===== src/rtl/ss_displayer.sv =====
// Four-digit multiplexed 7-segment scan driver.
// Each slot starts with a dark window; the shadow registers load only at a frame boundary, so a frame never mixes old and new data.
module ss_displayer #(
  parameter int REFRESH_DIV = 25000,
  parameter int BLANK_CYC   = 250,
  parameter int BLINK_DIV   = 62
) (
  input  logic       clk,
  input  logic       rst,
  input  logic [6:0] seg3,
  input  logic [6:0] seg2,
  input  logic [6:0] seg1,
  input  logic [6:0] seg0,
  input  logic [3:0] blank_mask,
  input  logic [3:0] blink_mask,
  output logic [6:0] seg,
  output logic [3:0] an,
  output logic       frame_tick
);

  localparam int CW = $clog2(REFRESH_DIV);
  localparam int FW = (BLINK_DIV > 1) ? $clog2(BLINK_DIV) : 1;
  localparam logic [CW-1:0] CNT_LAST  = CW'(REFRESH_DIV - 1);
  localparam logic [CW-1:0] CNT_BLANK = CW'(BLANK_CYC);
  localparam logic [FW-1:0] FCNT_LAST = FW'(BLINK_DIV - 1);

  logic [CW-1:0] r_cnt;
  logic [1:0]    r_idx;
  logic [FW-1:0] r_fcnt;
  logic          r_blink_phase;
  logic [6:0]    r_shadow_seg [4];
  logic [3:0]    r_shadow_blank;
  logic [3:0]    r_shadow_blink;

  logic w_frame_end;
  logic w_dark;

  assign w_frame_end = (r_cnt == CNT_LAST) && (r_idx == 2'd3);

  // Dark during the anti-ghosting window, or when the current digit is masked.
  assign w_dark = (r_cnt < CNT_BLANK)
               || r_shadow_blank[r_idx]
               || (r_blink_phase && r_shadow_blink[r_idx]);

  // NOTE: sequential state uses non-blocking assignments so every register
  // samples pre-edge values, independent of statement order.
  always_ff @(posedge clk) begin
    if (rst) begin
      r_cnt          <= '0;
      r_idx          <= 2'd0;
      r_fcnt         <= '0;
      r_blink_phase  <= 1'b0;
      r_shadow_seg[0] <= seg0;
      r_shadow_seg[1] <= seg1;
      r_shadow_seg[2] <= seg2;
      r_shadow_seg[3] <= seg3;
      r_shadow_blank <= blank_mask;
      r_shadow_blink <= blink_mask;
      an             <= 4'b1111;
      seg            <= 7'b1111111;
      frame_tick     <= 1'b0;
    end else begin
      if (r_cnt == CNT_LAST) begin
        r_cnt <= '0;
        r_idx <= r_idx + 2'd1;
      end else begin
        r_cnt <= r_cnt + CW'(1);
      end

      if (w_frame_end) begin
        r_shadow_seg[0] <= seg0;
        r_shadow_seg[1] <= seg1;
        r_shadow_seg[2] <= seg2;
        r_shadow_seg[3] <= seg3;
        r_shadow_blank  <= blank_mask;
        r_shadow_blink  <= blink_mask;
        if (r_fcnt == FCNT_LAST) begin
          r_fcnt        <= '0;
          r_blink_phase <= ~r_blink_phase;
        end else begin
          r_fcnt <= r_fcnt + FW'(1);
        end
      end

      if (w_dark) begin
        an  <= 4'b1111;
        seg <= 7'b1111111;
      end else begin
        an  <= ~(4'b0001 << r_idx);
        seg <= r_shadow_seg[r_idx];
      end
      frame_tick <= w_frame_end;
    end
  end

endmodule

===== config.mk =====
export PLATFORM = sky130hd
export DESIGN_NAME = ss_displayer
export DESIGN_NICKNAME = d
export VERILOG_FILES = /design/src/rtl/ss_displayer.sv
export SDC_FILE = /design/constraint.sdc
export NUM_CORES = 1
export LEC_CHECK = 0
export BUFFER_PORTS_ARGS = -buffer_cell sky130_fd_sc_hd__buf_2
export CORE_MARGIN = 8
export CORE_UTILIZATION = 47
export DETAILED_ROUTE_END_ITERATION = 7
export GPL_TIMING_DRIVEN = 0
export PLACE_DENSITY = 0.69
export SLEW_MARGIN = 20
export SYNTH_ARGS = -nofsm -noshare
export SYNTH_HDL_FRONTEND = slang
export SYNTH_SLANG_ARGS = --single-unit

===== constraint.sdc =====
create_clock -name clk -period 5.1 [get_ports clk]
set_input_delay 0.51 -clock clk [delete_from_list [all_inputs] [get_ports clk]]
set_output_delay 0.51 -clock clk [all_outputs]
set_load 0.02 [all_outputs]

# Yosys cells after proc, flatten, opt, wreduce, memory -nomap -nowiden
# Memories as Yosys holds them, arrays and structs flattened. A register that Yosys moved wholly into a read port is not among the register bits.
# Index checks and enable logic that the tools add are counted.
word_totals:
  word_cells: 50
  latch_bits: 0
  output_inout_bits: 12
  mem_bits_rw: 28
  memories: 1
  reg_bits: 37
  mem_bits_ro: 0
  input_bits: 38
classes:
  n_eq_ne: 3
  n_mux: 18
  addsub: 3
  reduce_logical: 8
  multipliers: 0
  n_div: 0
  bitwise: 6
  order_cmp: 2
  shifts: 1
memory_table:
  columns: ["name", "words", "word_bits", "rd", "rd_clocked_by_memory_dff", "wr", "line_no", "rtl"]
  rows:
  - ["r_shadow_seg", 4, 7, 1, 1, 4, "31", "logic [6:0] r_shadow_seg [4];"]
op_table:
  columns: ["cell", "count"]
  rows:
  - ["$mux 7", 4]
  - ["$mux 4", 4]
  - ["$add 15x1->15 const B", 1]
  - ["$eq 15x15->1 const B", 1]
  - ["$lt 15x8->1 const B", 1]
  - ["$mux 1", 7]
  - ["$add 6x1->6 const B", 1]
  - ["$eq 6x6->1 const B", 1]
  - ["$mux 6", 1]
  - ["$bmux 1 s2", 2]
  - ["$not 4->4", 1]
  - ["$or 1x1->1", 4]
  - ["$reduce_or 2->1", 2]
  - ["$shl 1x2->4 const A", 1]
  - ["$lt 2x3->1 const B", 1]
  - ["$add 2x1->2 const B", 1]
  - ["$eq 2x2->1 const B", 1]
  - ["$logic_and 1x1->1", 2]
  - ["$logic_or 1x1->1", 2]
  - ["$reduce_and 2->1", 1]
  - ["$reduce_bool 2->1", 1]
  - ["$not 1->1", 1]

# Logic depth before layout (Yosys ltp)
# Gate-level depths: netlist (run 1).
logic_depth:
  depth_word: 6
  ltp_mapped: 6
  depth_no_buf: 6

# Worst setup path before layout (run 1)
# No wires, ideal clock.
synth_path:
  path_kind: "reg-to-reg"
  startpoint: "register r_cnt[0]"
  endpoint: "register r_shadow_blank[0], enable pin"
  setup_ps: 394
  period_less_slack_ps: 2273
  path_buffers: 1
  setup_slack_ps: 2827
  required_time_ps: 4706
  stages_incl_launch_ff: 6
  t_arrival_ps: 1880
  path_cell_list: "dfxtp_1 -> ha_1 -> and3_1 -> nand4_2 -> clkbuf_1 -> nand2_1"
synth_via:
  elab_chain_cells: 3
synth_lines:
  columns: ["item", "line_no", "rtl"]
  rows:
  - ["start: declaration", "27", "logic [CW-1:0] r_cnt;"]
  - ["start signal: assignment", "67", "r_cnt <= r_cnt + CW'(1);"]
  - ["$eq 15x15->1", "38", "assign w_frame_end = (r_cnt == CNT_LAST) && (r_idx == 2'd3);"]
  - ["$logic_and 1x1->1", "38", null]
  - ["$reduce_bool 2->1 (no source line)", null, null]
  - ["end signal: assignment", "57", "r_shadow_blank <= blank_mask;"]
  - ["end signal: assignment", "75", "r_shadow_blank <= blank_mask;"]
  - ["end: declaration", "32", "logic [3:0] r_shadow_blank;"]
# Every way passes these cells.
# A chain may end at the register's enable or synchronous reset.

==> impl_metrics.prom, run 1 <==
# TYPE chip_impl_metric gauge
chip_impl_metric{name="power.leakage",unit="uW"} 0.001229
chip_impl_metric{name="rows",unit=""} 28
chip_impl_metric{name="numCtsBuffers",unit=""} 9
chip_impl_metric{name="drv_slew",unit=""} 0
chip_impl_metric{name="setup_total_negative_slack",unit="ps"} 0
chip_impl_metric{name="period_needed",unit="ps"} 2345
chip_impl_info{name="hold_class",value="input pin to flip-flop"} 1
chip_impl_metric{name="design.core.area",unit="mm2"} 0.005851
chip_impl_metric{name="die_height",unit="um"} 93.29
chip_impl_metric{name="netlist_instances",unit=""} 209
chip_impl_metric{name="share_of_cells_above_drive_strength_1",unit="%"} 29.56
chip_impl_metric{name="dr_total_vias",unit=""} 1799
chip_impl_info{name="critPathLaunchType",value="flip-flop"} 1
chip_impl_metric{name="timing.critical_path.arrival",unit="ps"} 2310
chip_impl_metric{name="grt-ovfl-total",unit=""} 0
chip_impl_metric{name="worstPathRequired",unit="ps"} 5070
chip_impl_metric{name="initial_core_util",unit="%"} 47.99
chip_impl_metric{name="drv.max_cap_violation_count",unit=""} 0
chip_impl_info{name="run_status",value="completed"} 1
chip_impl_metric{name="post_cts.repair.setup_buffers",unit=""} 0
chip_impl_metric{name="grt_max_degree",unit=""} 37
chip_impl_metric{name="finalClockSkew",unit="ps"} 10.70
chip_impl_metric{name="synthesis.area_per_instance",unit="um2"} 13.43
chip_impl_info{name="grt_setup_unrepaired",value="false"} 1
chip_impl_metric{name="ctsHoldBuffers",unit=""} 0
chip_impl_metric{name="power.density_cell_area",unit="mW/mm2"} 317.0
chip_impl_metric{name="timing.slew.headroom",unit="%"} 44.31
chip_impl_metric{name="dp_hpwl",unit="um"} 3727
chip_impl_metric{name="synth_warnings",unit=""} 0
chip_impl_metric{name="gp_congestion",unit=""} 0.7820
chip_impl_metric{name="critical_path.max_stage_delay",unit="ps"} 670
chip_impl_metric{name="flow.area_growth_from_synthesis",unit="%"} 18.36
chip_impl_metric{name="wire_per_inst",unit="um"} 15.09
chip_impl_info{name="endpoint_kind",value="flip-flop"} 1
chip_impl_metric{name="synth_sequential_area_ratio",unit="%"} 64.17
chip_impl_metric{name="grt_use_total",unit="%"} 13.17
chip_impl_metric{name="ys_seq_elements",unit=""} 72
chip_impl_metric{name="port-buffer-count",unit=""} 49
chip_impl_metric{name="drt-vias-per-instance",unit=""} 5.155
chip_impl_info{name="cts_tree",value="done"} 1
chip_impl_info{name="cp_cell_sequence",value="ha_1, and4b_1, nand4_2, clkbuf_1, nand2_2"} 1
chip_impl_metric{name="cts_max_level",unit=""} 3
chip_impl_metric{name="postCtsResizedCells",unit=""} 0
chip_impl_info{name="critPathKind",value="flip-flop to flip-flop"} 1
chip_impl_metric{name="first_pass_iters",unit=""} 4
chip_impl_metric{name="final_cycle_utilization_of_the_critical_path",unit="%"} 45.97
chip_impl_info{name="synth_top_cell_by_area",value="edfxtp_1"} 1
chip_impl_metric{name="netlist.area_leader.share",unit="%"} 38.50
chip_impl_metric{name="post_synth_instance_area",unit="mm2"} 0.002808
chip_impl_metric{name="finalSetupViolations",unit=""} 0
chip_impl_metric{name="numClockSinks",unit=""} 72
chip_impl_metric{name="net_count_of_the_mapped_netlist",unit=""} 254
chip_impl_metric{name="drc",unit=""} 0
chip_impl_metric{name="first_iter_violations",unit=""} 96
chip_impl_metric{name="synth_async_sr_flop_share",unit="%"} 0
chip_impl_info{name="synth_top_cells_by_count",value="dfxtp_1, edfxtp_1, nor2_1, nand2_1, a21oi_1"} 1
chip_impl_metric{name="cts.path.max_buffers",unit=""} 2
chip_impl_metric{name="max_clock_freq",unit="MHz"} 426.5
chip_impl_metric{name="r2r_slack",unit="ps"} 2760
chip_impl_metric{name="die-area",unit="mm2"} 0.008703
chip_impl_metric{name="tightestPinTransition",unit="ps"} 832.4
chip_impl_metric{name="worst_skew_pair.late_latency",unit="ps"} 350
chip_impl_metric{name="clk_pin_slew",unit="ps"} 80
chip_impl_info{name="family_of_cells_with_the_greatest_summed_delay_on_the_critical_path",value="simple AND/OR/NAND/NOR gates"} 1
chip_impl_info{name="cts_root_buf",value="clkbuf_8"} 1
chip_impl_metric{name="vdd_drop_max",unit="uV"} 172.0
chip_impl_metric{name="boundaryPins",unit=""} 50
chip_impl_metric{name="synth_cell_type_count",unit=""} 36
chip_impl_metric{name="totalWireLength",unit="um"} 5268
chip_impl_metric{name="first_global_vias",unit=""} 1921
chip_impl_metric{name="design.final.nets",unit=""} 314
chip_impl_metric{name="first_pass_grt_wire_length",unit="um"} 8790
chip_impl_metric{name="count_of_nets_left_with_antenna_violations_after_detail_routing",unit=""} 0
chip_impl_metric{name="finalHoldViolations",unit=""} 0
chip_impl_metric{name="n_antenna_cell",unit=""} 0
chip_impl_info{name="predominant_post_synthesis_flop_cell",value="edfxtp_1"} 1
chip_impl_metric{name="critical_path.max_fanout",unit=""} 36
chip_impl_metric{name="number_of_enable_flip_flop_cells_after_synthesis",unit=""} 36
chip_impl_info{name="ys_top_cells_by_area",value="edfxtp_1, dfxtp_1, mux4_2"} 1
chip_impl_metric{name="fin_util",unit="%"} 56.80
chip_impl_metric{name="critical_path_buf_inv_count",unit=""} 1
chip_impl_info{name="cp_slowest_cell",value="nand2_2"} 1
chip_impl_metric{name="antenna_found_initial",unit=""} 0
chip_impl_metric{name="dieWidth",unit="um"} 93.29
-- placed cells by master, fill, tap and decap left out, types with 2 or more instances in the layout --
cell type / synthesis / routed
o21ai_0: 5 / 5
buf_2: 2 / 51
dfxtp_1: 36 / 36
nor2_1: 17 / 17
or3_1: 4 / 4
clkinvlp_4: 0 / 2
and2_1: 2 / 2
xnor2_1: 6 / 6
and4_1: 2 / 2
o31ai_1: 4 / 4
clkbuf_1: 3 / 4
a21oi_1: 10 / 10
nand4_1: 3 / 3
nand2_1: 15 / 14
and3_1: 5 / 5
clkinv_4: 0 / 3
inv_1: 5 / 5
mux4_2: 9 / 9
edfxtp_1: 36 / 36
or4_1: 4 / 4
ha_1: 7 / 7
nor3_1: 2 / 2
xor2_1: 6 / 6
nand2b_1: 7 / 7
clkbuf_8: 0 / 9
nand3_1: 6 / 6
-- power by group --
part / leakage (uW) / total (uW) / internal (uW) / switching, uW
registers: 0.000643 / 632 / 627 / 5.24
clock network: 0.0000824 / 388 / 178 / 211
logic: 0.000503 / 33.0 / 17.7 / 15.3
total: 0.00123 / 1050 / 822 / 231
-- metrics by stage --
stage	worst slack [ps]	hold WS (ps)	power [uW]	std cells	cell area, um2
after floorplan	2827	417.9	659.1	209	2808
after global placement	2304	434.1	677.1	333	3147
after detailed placement	2761	445.8	679.0	333	3149
after CTS	2734	312.6	1069	349	3323
after global routing	2530	308.0	1099	349	3323
final	2755	330.5	1054	349	3323
-- final cells by class --
type	instances	area [um2]
Buffer	6	28.78
Clock buffer	10	127.6
Clock inverter	6	46.29
Fill cell	487	2527
Inverter	5	18.77
Multi-Input combinational cell	126	960.9
Sequential cell	72	1802
Tap cell	75	93.84
Timing Repair Buffer	49	245.2
-- worst paths after layout --
kind                        endpoint  cells after the start  startpoint
setup / recovery  r_shadow_seg[2][1]                      5    r_idx[1]
hold / removal    r_shadow_seg[2][5]                      1     seg2[5]
setup reg to reg  r_shadow_seg[2][1]                      5    r_idx[1]
hold reg to reg             r_cnt[0]                      1    r_cnt[0]
-- flip-flops by register name (all words and copies together), names as in the netlist --
| signal | flops |
|---|---|
| frame_tick | 1 |
| seg | 7 |
| r_shadow_seg | 28 |
| r_shadow_blink | 4 |
| r_idx | 2 |
| r_fcnt | 6 |
| r_blink_phase | 1 |
| r_shadow_blank | 4 |
| an | 4 |
| r_cnt | 15 |
-- cell families (layout without fill, tap and decap cells) --
group	Yosys count	count (layout)	share of synthesized area [%]
AND/OR/NAND/NOR	75	75	15.11
flip-flops	72	72	64.17
AO/OA/AOI/OAI	22	22	4.590
XOR/XNOR	12	12	3.743
buffers and inverters	11	76	1.694
multiplexers	10	10	7.576
adder cells (fa/ha/maj)	7	7	3.119
-- per-layer routing --
| metal | global-route usage (%) | wire, um | part of all wire, % |
|---|---|---|---|
| met5 | 0 | 0 | 0 |
| met4 | 8.725 | 170 | 3.2 |
| met3 | 4.647 | 265 | 5.0 |
| met2 | 19.57 | 2452 | 47 |
| met1 | 15.82 | 2379 | 45 |
-- worst reg2reg max path: cells and delay by family (launching register included) --
| kind | cells | cell delay (ps) |
|---|---|---|
| adders and majority gates | 1 | 200 |
| buffers and inverters | 1 | 270 |
| DFF | 1 | 400 |
| and+or+nand+nor | 3 | 1080 |
(Power assumes the default switching activity.)
==> inputs of run 2 (changes only) <==
ABC_AREA = 1   (was unset)
PLACE_DENSITY = 0.71   (was 0.69)
clock period = 2 ns   (was 5.1 ns; I/O delays follow)
==> run 2 against run 1 <==
- wire length up 19%
- sequential share of layout area down 6.3 points
- register-to-register slack worse by 2600 ps
- critical path type unchanged
- largest power group unchanged
- highest routed layer unchanged
- clock power rose to 3.3 times the previous value
- combinational power rose to 3.3 times the previous value
==> impl_metrics.prom, run 2 <==
# TYPE chip_impl_metric gauge
chip_impl_metric{name="timing.reg2reg.worst_path_depth",unit=""} 7
chip_impl_metric{name="first_global_vias",unit=""} 2346
chip_impl_metric{name="synth_warnings",unit=""} 0
chip_impl_metric{name="dp_hpwl",unit="um"} 4461
chip_impl_info{name="layout_common_cells",value="nand2_1, buf_2, dfxtp_1, edfxtp_1, nor2_1"} 1
chip_impl_metric{name="synth_sequential_area_ratio",unit="%"} 57.69
chip_impl_metric{name="vdd_drop_max",unit="uV"} 790.3
chip_impl_info{name="hold_class",value="input pin to flip-flop"} 1
chip_impl_metric{name="cts.path.max_buffers",unit=""} 2
chip_impl_metric{name="post_synth_instance_area",unit="mm2"} 0.003123
chip_impl_metric{name="timing.critical_path.arrival",unit="ps"} 1850
chip_impl_metric{name="cts_max_level",unit=""} 3
chip_impl_metric{name="dieWidth",unit="um"} 97.52
chip_impl_metric{name="numCtsBuffers",unit=""} 9
chip_impl_info{name="cp_slowest_cell",value="dfxtp_1"} 1
chip_impl_metric{name="totalWireLength",unit="um"} 6290
chip_impl_metric{name="synth_cell_type_count",unit=""} 31
chip_impl_metric{name="port-buffer-count",unit=""} 49
chip_impl_metric{name="fin_util",unit="%"} 58.86
chip_impl_metric{name="netlist_instances",unit=""} 320
chip_impl_metric{name="gp_congestion",unit=""} 0.8985
chip_impl_info{name="critical_path.reg2reg.endpoint",value="r_shadow_seg[0][6]"} 1
chip_impl_metric{name="timing.hold.worst_path_depth",unit=""} 1
chip_impl_metric{name="max_clock_freq",unit="MHz"} 553.7
chip_impl_info{name="critPathLaunch",value="r_cnt[1]"} 1
chip_impl_metric{name="count_of_nets_left_with_antenna_violations_after_detail_routing",unit=""} 0
chip_impl_info{name="launching_point_of_the_worst_reg2reg_path",value="r_cnt[1]"} 1
chip_impl_metric{name="synth_async_sr_flop_share",unit="%"} 0
chip_impl_info{name="cp_cell_sequence",value="ha_1, inv_1, nor2_1, nand3_1, nor2_2, nand2_2, nand2_8"} 1
chip_impl_metric{name="first_iter_violations",unit=""} 74
chip_impl_metric{name="stdcell_area",unit="mm2"} 0.003759
chip_impl_info{name="synth_top_cell_by_area",value="edfxtp_1"} 1
chip_impl_metric{name="die_height",unit="um"} 97.52
chip_impl_metric{name="grt-ovfl-total",unit=""} 0
chip_impl_metric{name="first_pass_iters",unit=""} 5
chip_impl_info{name="critPathLaunchType",value="flip-flop"} 1
chip_impl_metric{name="netlist.area_leader.share",unit="%"} 34.62
chip_impl_metric{name="critical_path.max_stage_delay",unit="ps"} 370
chip_impl_metric{name="flow.area_growth_from_synthesis",unit="%"} 20.35
chip_impl_metric{name="net_count_of_the_mapped_netlist",unit=""} 365
chip_impl_metric{name="numClockSinks",unit=""} 72
chip_impl_metric{name="die-area",unit="mm2"} 0.009509
chip_impl_metric{name="boundaryPins",unit=""} 50
chip_impl_metric{name="r2r_slack",unit="ps"} 190
chip_impl_metric{name="largest_register_ffs",unit=""} 28
chip_impl_metric{name="place_ws",unit="ps"} -202.7
chip_impl_info{name="ys_top_cells_by_area",value="edfxtp_1, dfxtp_1, nand2_1"} 1
chip_impl_metric{name="finalClockSkew",unit="ps"} 8.106
chip_impl_metric{name="worstPathRequired",unit="ps"} 2040
chip_impl_metric{name="power.leakage",unit="uW"} 0.001495
chip_impl_info{name="predominant_post_synthesis_flop_cell",value="edfxtp_1"} 1
chip_impl_metric{name="final.fill_count",unit=""} 541
chip_impl_metric{name="n_antenna_cell",unit=""} 0
chip_impl_metric{name="wire_per_inst",unit="um"} 13.50
chip_impl_metric{name="rows",unit=""} 29
chip_impl_metric{name="clk_pin_slew",unit="ps"} 80
chip_impl_info{name="critPathKind",value="flip-flop to flip-flop"} 1
chip_impl_metric{name="period_needed",unit="ps"} 1806
chip_impl_info{name="run_status",value="completed"} 1
chip_impl_info{name="endpoint_kind",value="flip-flop"} 1
chip_impl_metric{name="multi_input_area",unit="mm2"} 0.001182
chip_impl_info{name="max_flop_register",value="r_shadow_seg"} 1
chip_impl_metric{name="final_cycle_utilization_of_the_critical_path",unit="%"} 90.30
chip_impl_info{name="mostFrequentLayoutCell",value="nand2_1"} 1
chip_impl_info{name="registers_with_the_most_flip_flops",value="r_shadow_seg x28, r_cnt x15, seg x7"} 1
chip_impl_metric{name="grt_max_degree",unit=""} 37
chip_impl_metric{name="tightestPinTransition",unit="ps"} 573.6
chip_impl_metric{name="design.final.nets",unit=""} 429
chip_impl_info{name="hold-path-endpoint",value="r_shadow_seg[3][1]"} 1
chip_impl_metric{name="drv.max_cap_violation_count",unit=""} 0
chip_impl_metric{name="grt_use_total",unit="%"} 13.44
chip_impl_info{name="cts_root_buf",value="clkbuf_8"} 1
chip_impl_metric{name="first_pass_grt_wire_length",unit="um"} 10450
chip_impl_metric{name="post_dp_cell_area",unit="mm2"} 0.003467
chip_impl_metric{name="dr_total_vias",unit=""} 2297
chip_impl_metric{name="drv_slew",unit=""} 0
chip_impl_metric{name="ys_seq_elements",unit=""} 72
chip_impl_metric{name="worst_skew_pair.late_latency",unit="ps"} 350
chip_impl_metric{name="drt-vias-per-instance",unit=""} 4.929
chip_impl_info{name="hold_path_startpoint",value="seg3[1]"} 1
chip_impl_metric{name="antenna_found_initial",unit=""} 0
chip_impl_metric{name="finalHoldViolations",unit=""} 0
chip_impl_metric{name="synthesis.area_per_instance",unit="um2"} 9.759
chip_impl_metric{name="number_of_enable_flip_flop_cells_after_synthesis",unit=""} 36
chip_impl_info{name="grt_setup_unrepaired",value="false"} 1
chip_impl_metric{name="finalSetupViolations",unit=""} 0
chip_impl_metric{name="drc",unit=""} 0
chip_impl_metric{name="design.core.area",unit="mm2"} 0.006386
chip_impl_metric{name="area.sequential",unit="mm2"} 0.001802
chip_impl_metric{name="initial_core_util",unit="%"} 48.90
chip_impl_info{name="synth_top_cells_by_count",value="nand2_1, dfxtp_1, edfxtp_1, nor2_1, inv_1"} 1
chip_impl_metric{name="timing.slew.headroom",unit="%"} 61.72
chip_impl_info{name="cts_tree",value="done"} 1
chip_impl_info{name="yosysMostFrequentCell",value="nand2_1"} 1
chip_impl_metric{name="share_of_cells_above_drive_strength_1",unit="%"} 26.74
chip_impl_metric{name="critical_path.max_fanout",unit=""} 18
chip_impl_metric{name="power.density_cell_area",unit="mW/mm2"} 796.4
chip_impl_metric{name="post-route-worst-setup-slack",unit="ps"} 193.9
run 2: cell count changes in the layout (fill, tap and decap cells not counted), moves of 5 or more:
| cell | previous run | this run |
|---|---|---|
| nand3_1 | 6 | 20 |
| nand3_2 | 0 | 11 |
| mux4_2 | 9 | 0 |
| a21oi_1 | 10 | 19 |
| nor2_1 | 17 | 33 |
| a32o_1 | 0 | 7 |
| nand2_1 | 14 | 71 |
| xnor2_1 | 6 | 1 |
| and3_1 | 5 | 0 |
| inv_1 | 5 | 29 |
| nand2b_1 | 7 | 0 |
run 2: layout make-up:
type	count	share of cell area [%]
plain buffers	8	1.465
clock buffers	9	3.296
clock inverters	7	2.763
inverters	32	3.196
multi-input cells	209	31.46
flip-flops and latches	72	47.94
well taps	77	2.563
repair buffers	52	7.324
run 2: critical path, delay by kind of cell, from the launching register on:
kind | cells | cell delay [ps]
and+or+nand+nor | 5 | 840
DFF | 1 | 370
adders and majority gates | 1 | 220
buffers and inverters | 1 | 60
run 2: worst max-delay path by stage:
stage,endpoint,slack (ps)
floorplan,r_shadow_blank[0],130
global placement,r_shadow_blink[3],-150
detailed placement,r_shadow_blink[2],-200
CTS,r_shadow_blink[1],40
global route,r_shadow_blink[1],7
finish,r_shadow_seg[0][6],190
run 2: where the power goes:
group	internal (uW)	total, uW	switching, uW
logic	51.1	109	58.2
clock network	714	1270	557
registers	1600	1610	15.3
total	2360	2990	630
run 2: what timing repair did:
item / 4_1_cts / 5_1_grt
resized for setup: 1 / 2
hold endpoints to repair: 0 / 3
hold buffers: 0 / 3
cloned: 0 / 1
endpoints found under the setup margin: 36 / 36
setup buffers: 0 / 0
pin swaps: 0 / 0
run 2: per-layer routing:
| metal | vias up | global-route usage [%] | wire length (um) |
|---|---|---|---|
| li1 | 1193 | - | - |
| met1 | 1042 | 14.91 | 2830 |
| met2 | 48 | 22.45 | 3054 |
| met3 | 14 | 4.481 | 271 |
| met4 | 0 | 6.643 | 133 |
| met5 | - | 0 | 0 |
run 2: kinds of logic (layout without fill, tap and decap cells):
group	Yosys count	count (layout)	share of synthesized area, %
AOI/OAI and AO/OA	34	34	7.252
xor gates and xnor gates	7	7	1.963
buffers and inverters	40	108	5.609
DFF	72	72	57.69
and+or+nand+nor	160	161	24.68
adders and majority gates	7	7	2.804
run 2: through the flow:
| stage | setup TNS (ps) | std cells | power (uW) | hold slack (ps) |
|---|---|---|---|---|
| after global routing | 0 | 466 | 3110 | 0.3300 |
| final | 0 | 466 | 2993 | 22.42 |
| after CTS | 0 | 462 | 3022 | 3.465 |
| after floorplan | 0 | 320 | 1693 | 269.1 |
| after global placement | -5359 | 446 | 1742 | 376.1 |
| after detailed placement | -7222 | 446 | 1745 | 378.1 |
==> inputs of run 3 (changes only) <==
CORE_MARGIN = unset   (was 8)
==> run 3 against run 2 <==
- final cell count fell by 0.86%
- core utilization is 0.92 points lower
- hold slack got worse by 0.96 ps
- largest power group unchanged
==> impl_metrics.prom, run 3 (synthesized netlist as in run 2, its figures left out) <==
# TYPE chip_impl_metric gauge
chip_impl_metric{name="ctsHoldBuffers",unit=""} 0
chip_impl_metric{name="numCtsBuffers",unit=""} 9
chip_impl_info{name="endpoint_kind",value="flip-flop"} 1
chip_impl_metric{name="rows",unit=""} 29
chip_impl_metric{name="worstPathRequired",unit="ps"} 2020
chip_impl_metric{name="design.core.area",unit="mm2"} 0.006386
chip_impl_metric{name="dieWidth",unit="um"} 83.52
chip_impl_metric{name="fin_util",unit="%"} 57.94
chip_impl_metric{name="critical_path.max_fanout",unit=""} 36
chip_impl_metric{name="gp_congestion",unit=""} 0.8482
chip_impl_metric{name="flow.area_growth_from_synthesis",unit="%"} 18.47
chip_impl_metric{name="first_pass_iters",unit=""} 4
chip_impl_metric{name="final_cycle_utilization_of_the_critical_path",unit="%"} 90.34
chip_impl_info{name="registers_with_the_most_flip_flops",value="r_shadow_seg x28, r_cnt x15, seg x7"} 1
chip_impl_metric{name="drc",unit=""} 0
chip_impl_metric{name="wire_per_inst",unit="um"} 12.57
chip_impl_metric{name="drv.max_cap_violation_count",unit=""} 0
chip_impl_metric{name="grt_max_degree",unit=""} 37
chip_impl_metric{name="worst_skew_pair.late_latency",unit="ps"} 350
chip_impl_metric{name="final.fill_count",unit=""} 564
chip_impl_metric{name="n_antenna_cell",unit=""} 0
chip_impl_metric{name="period_needed",unit="ps"} 1807
chip_impl_metric{name="grt-ovfl-total",unit=""} 0
chip_impl_metric{name="die-area",unit="mm2"} 0.006975
chip_impl_metric{name="largest_register_ffs",unit=""} 28
chip_impl_info{name="critPathKind",value="flip-flop to flip-flop"} 1
chip_impl_metric{name="design.final.nets",unit=""} 425
chip_impl_metric{name="initial_core_util",unit="%"} 48.90
chip_impl_metric{name="clk_pin_slew",unit="ps"} 80
chip_impl_metric{name="drv_slew",unit=""} 0
chip_impl_metric{name="dp_hpwl",unit="um"} 4132
chip_impl_metric{name="finalHoldViolations",unit=""} 0
chip_impl_metric{name="share_of_cells_above_drive_strength_1",unit="%"} 26.49
chip_impl_metric{name="totalWireLength",unit="um"} 5808
chip_impl_metric{name="finalSetupViolations",unit=""} 0
chip_impl_info{name="cts_root_buf",value="clkbuf_8"} 1
chip_impl_metric{name="totalPowerFinal",unit="uW"} 2972
chip_impl_info{name="critPathLaunchType",value="flip-flop"} 1
chip_impl_metric{name="post-route-worst-setup-slack",unit="ps"} 193.1
chip_impl_metric{name="max_clock_freq",unit="MHz"} 553.4
chip_impl_metric{name="cts_max_level",unit=""} 3
chip_impl_metric{name="dr_total_vias",unit=""} 2323
chip_impl_metric{name="grt_use_total",unit="%"} 17.79
chip_impl_metric{name="die_height",unit="um"} 83.52
chip_impl_metric{name="port-buffer-count",unit=""} 49
chip_impl_info{name="layout_common_cells",value="nand2_1, buf_2, dfxtp_1, edfxtp_1, nor2_1"} 1
chip_impl_info{name="mostFrequentLayoutCell",value="nand2_1"} 1
chip_impl_metric{name="timing.critical_path.arrival",unit="ps"} 1830
chip_impl_metric{name="place_ws",unit="ps"} -212.2
chip_impl_metric{name="vdd_drop_max",unit="uV"} 593.9
chip_impl_metric{name="antenna_found_initial",unit=""} 0
chip_impl_metric{name="finalClockSkew",unit="ps"} 10.28
chip_impl_info{name="cts_tree",value="done"} 1
chip_impl_metric{name="count_of_nets_left_with_antenna_violations_after_detail_routing",unit=""} 0
chip_impl_metric{name="cts.path.max_buffers",unit=""} 2
chip_impl_info{name="grt_setup_unrepaired",value="false"} 1
chip_impl_metric{name="timing.slew.headroom",unit="%"} 71.88
chip_impl_metric{name="drt-vias-per-instance",unit=""} 5.028
chip_impl_metric{name="first_global_vias",unit=""} 2213
chip_impl_metric{name="boundaryPins",unit=""} 50
chip_impl_metric{name="power.density_cell_area",unit="mW/mm2"} 803.2
chip_impl_info{name="max_flop_register",value="r_shadow_seg"} 1
chip_impl_metric{name="tightestPinTransition",unit="ps"} 421.8
chip_impl_metric{name="power.leakage",unit="uW"} 0.001473
chip_impl_metric{name="first_pass_grt_wire_length",unit="um"} 9673
chip_impl_metric{name="first_iter_violations",unit=""} 115
chip_impl_metric{name="numClockSinks",unit=""} 72
chip_impl_info{name="run_status",value="completed"} 1
chip_impl_info{name="hold_class",value="input pin to flip-flop"} 1
run 3: changes by cell type in the layout (fill, tap and decap cells not counted):
cell	previous run	this run
clkinv_4	4	2
clkinv_1	2	3
dlygate4sd3_1	3	0
clkinv_2	0	1
nand2_8	2	1
run 3: routing by layer:
metal | global-route usage, % | wire (um) | vias up
met2 | 28.69 | 2840 | 55
met5 | 0 | 0 | -
met3 | 4.352 | 180 | 16
met4 | 10.17 | 204 | 0
li1 | - | - | 1187
met1 | 21.85 | 2583 | 1065
run 3: cell type report:
cell class / instances / area, um2 / share of cell area [%]
clock inverter: 7 / 95.09 / 2.570
buffer: 8 / 55.05 / 1.488
sequential: 72 / 1802 / 48.70
inverter: 32 / 120.1 / 3.247
multi-input combinational: 208 / 1162 / 31.42
clock buffer: 9 / 123.9 / 3.348
tap: 77 / 96.34 / 2.604
timing repair buffer: 49 / 245.2 / 6.628
run 3: final timing paths:
check	from	endpoint	slack, ps	cells past startpoint
max reg2reg	r_cnt[1]	r_shadow_blank[3]	190	7
max	r_cnt[1]	r_shadow_blank[3]	190	7
min reg2reg	r_cnt[0]	r_cnt[0]	460	1
min	seg1[3]	r_shadow_seg[1][3]	20	1
run 3: worst max-delay path: stages (launching register included):
cell     delay, ps
dfxtp_1        370
ha_1           230
inv_1           60
nor2_1          80
nand3_1         90
nor2_2         200
nand2_2        180
nand2_8        260
run 3: stage by stage:
stage	instance area, um2	std cells	hold WS, ps	TNS (ps)
final	3700	462	21.46	0
after global routing	3700	462	2.988	0
after CTS	3691	462	10.96	0
after detailed placement	3467	446	378.1	-7583
after global placement	3467	446	376.2	-5485
after floorplan	3126	320	269.1	0
run 3: report_power, final:
group	switching, uW	internal [uW]	leakage [uW]
sequential	15.2	1600	0.000643
combinational	55.2	45.5	0.000719
clock	554	704	0.000111
run 3: timing repair:
item	in CTS	in global routing
endpoints found under the setup margin	36	36
pin swaps	0	0
setup buffers	0	0
resized for setup	1	1
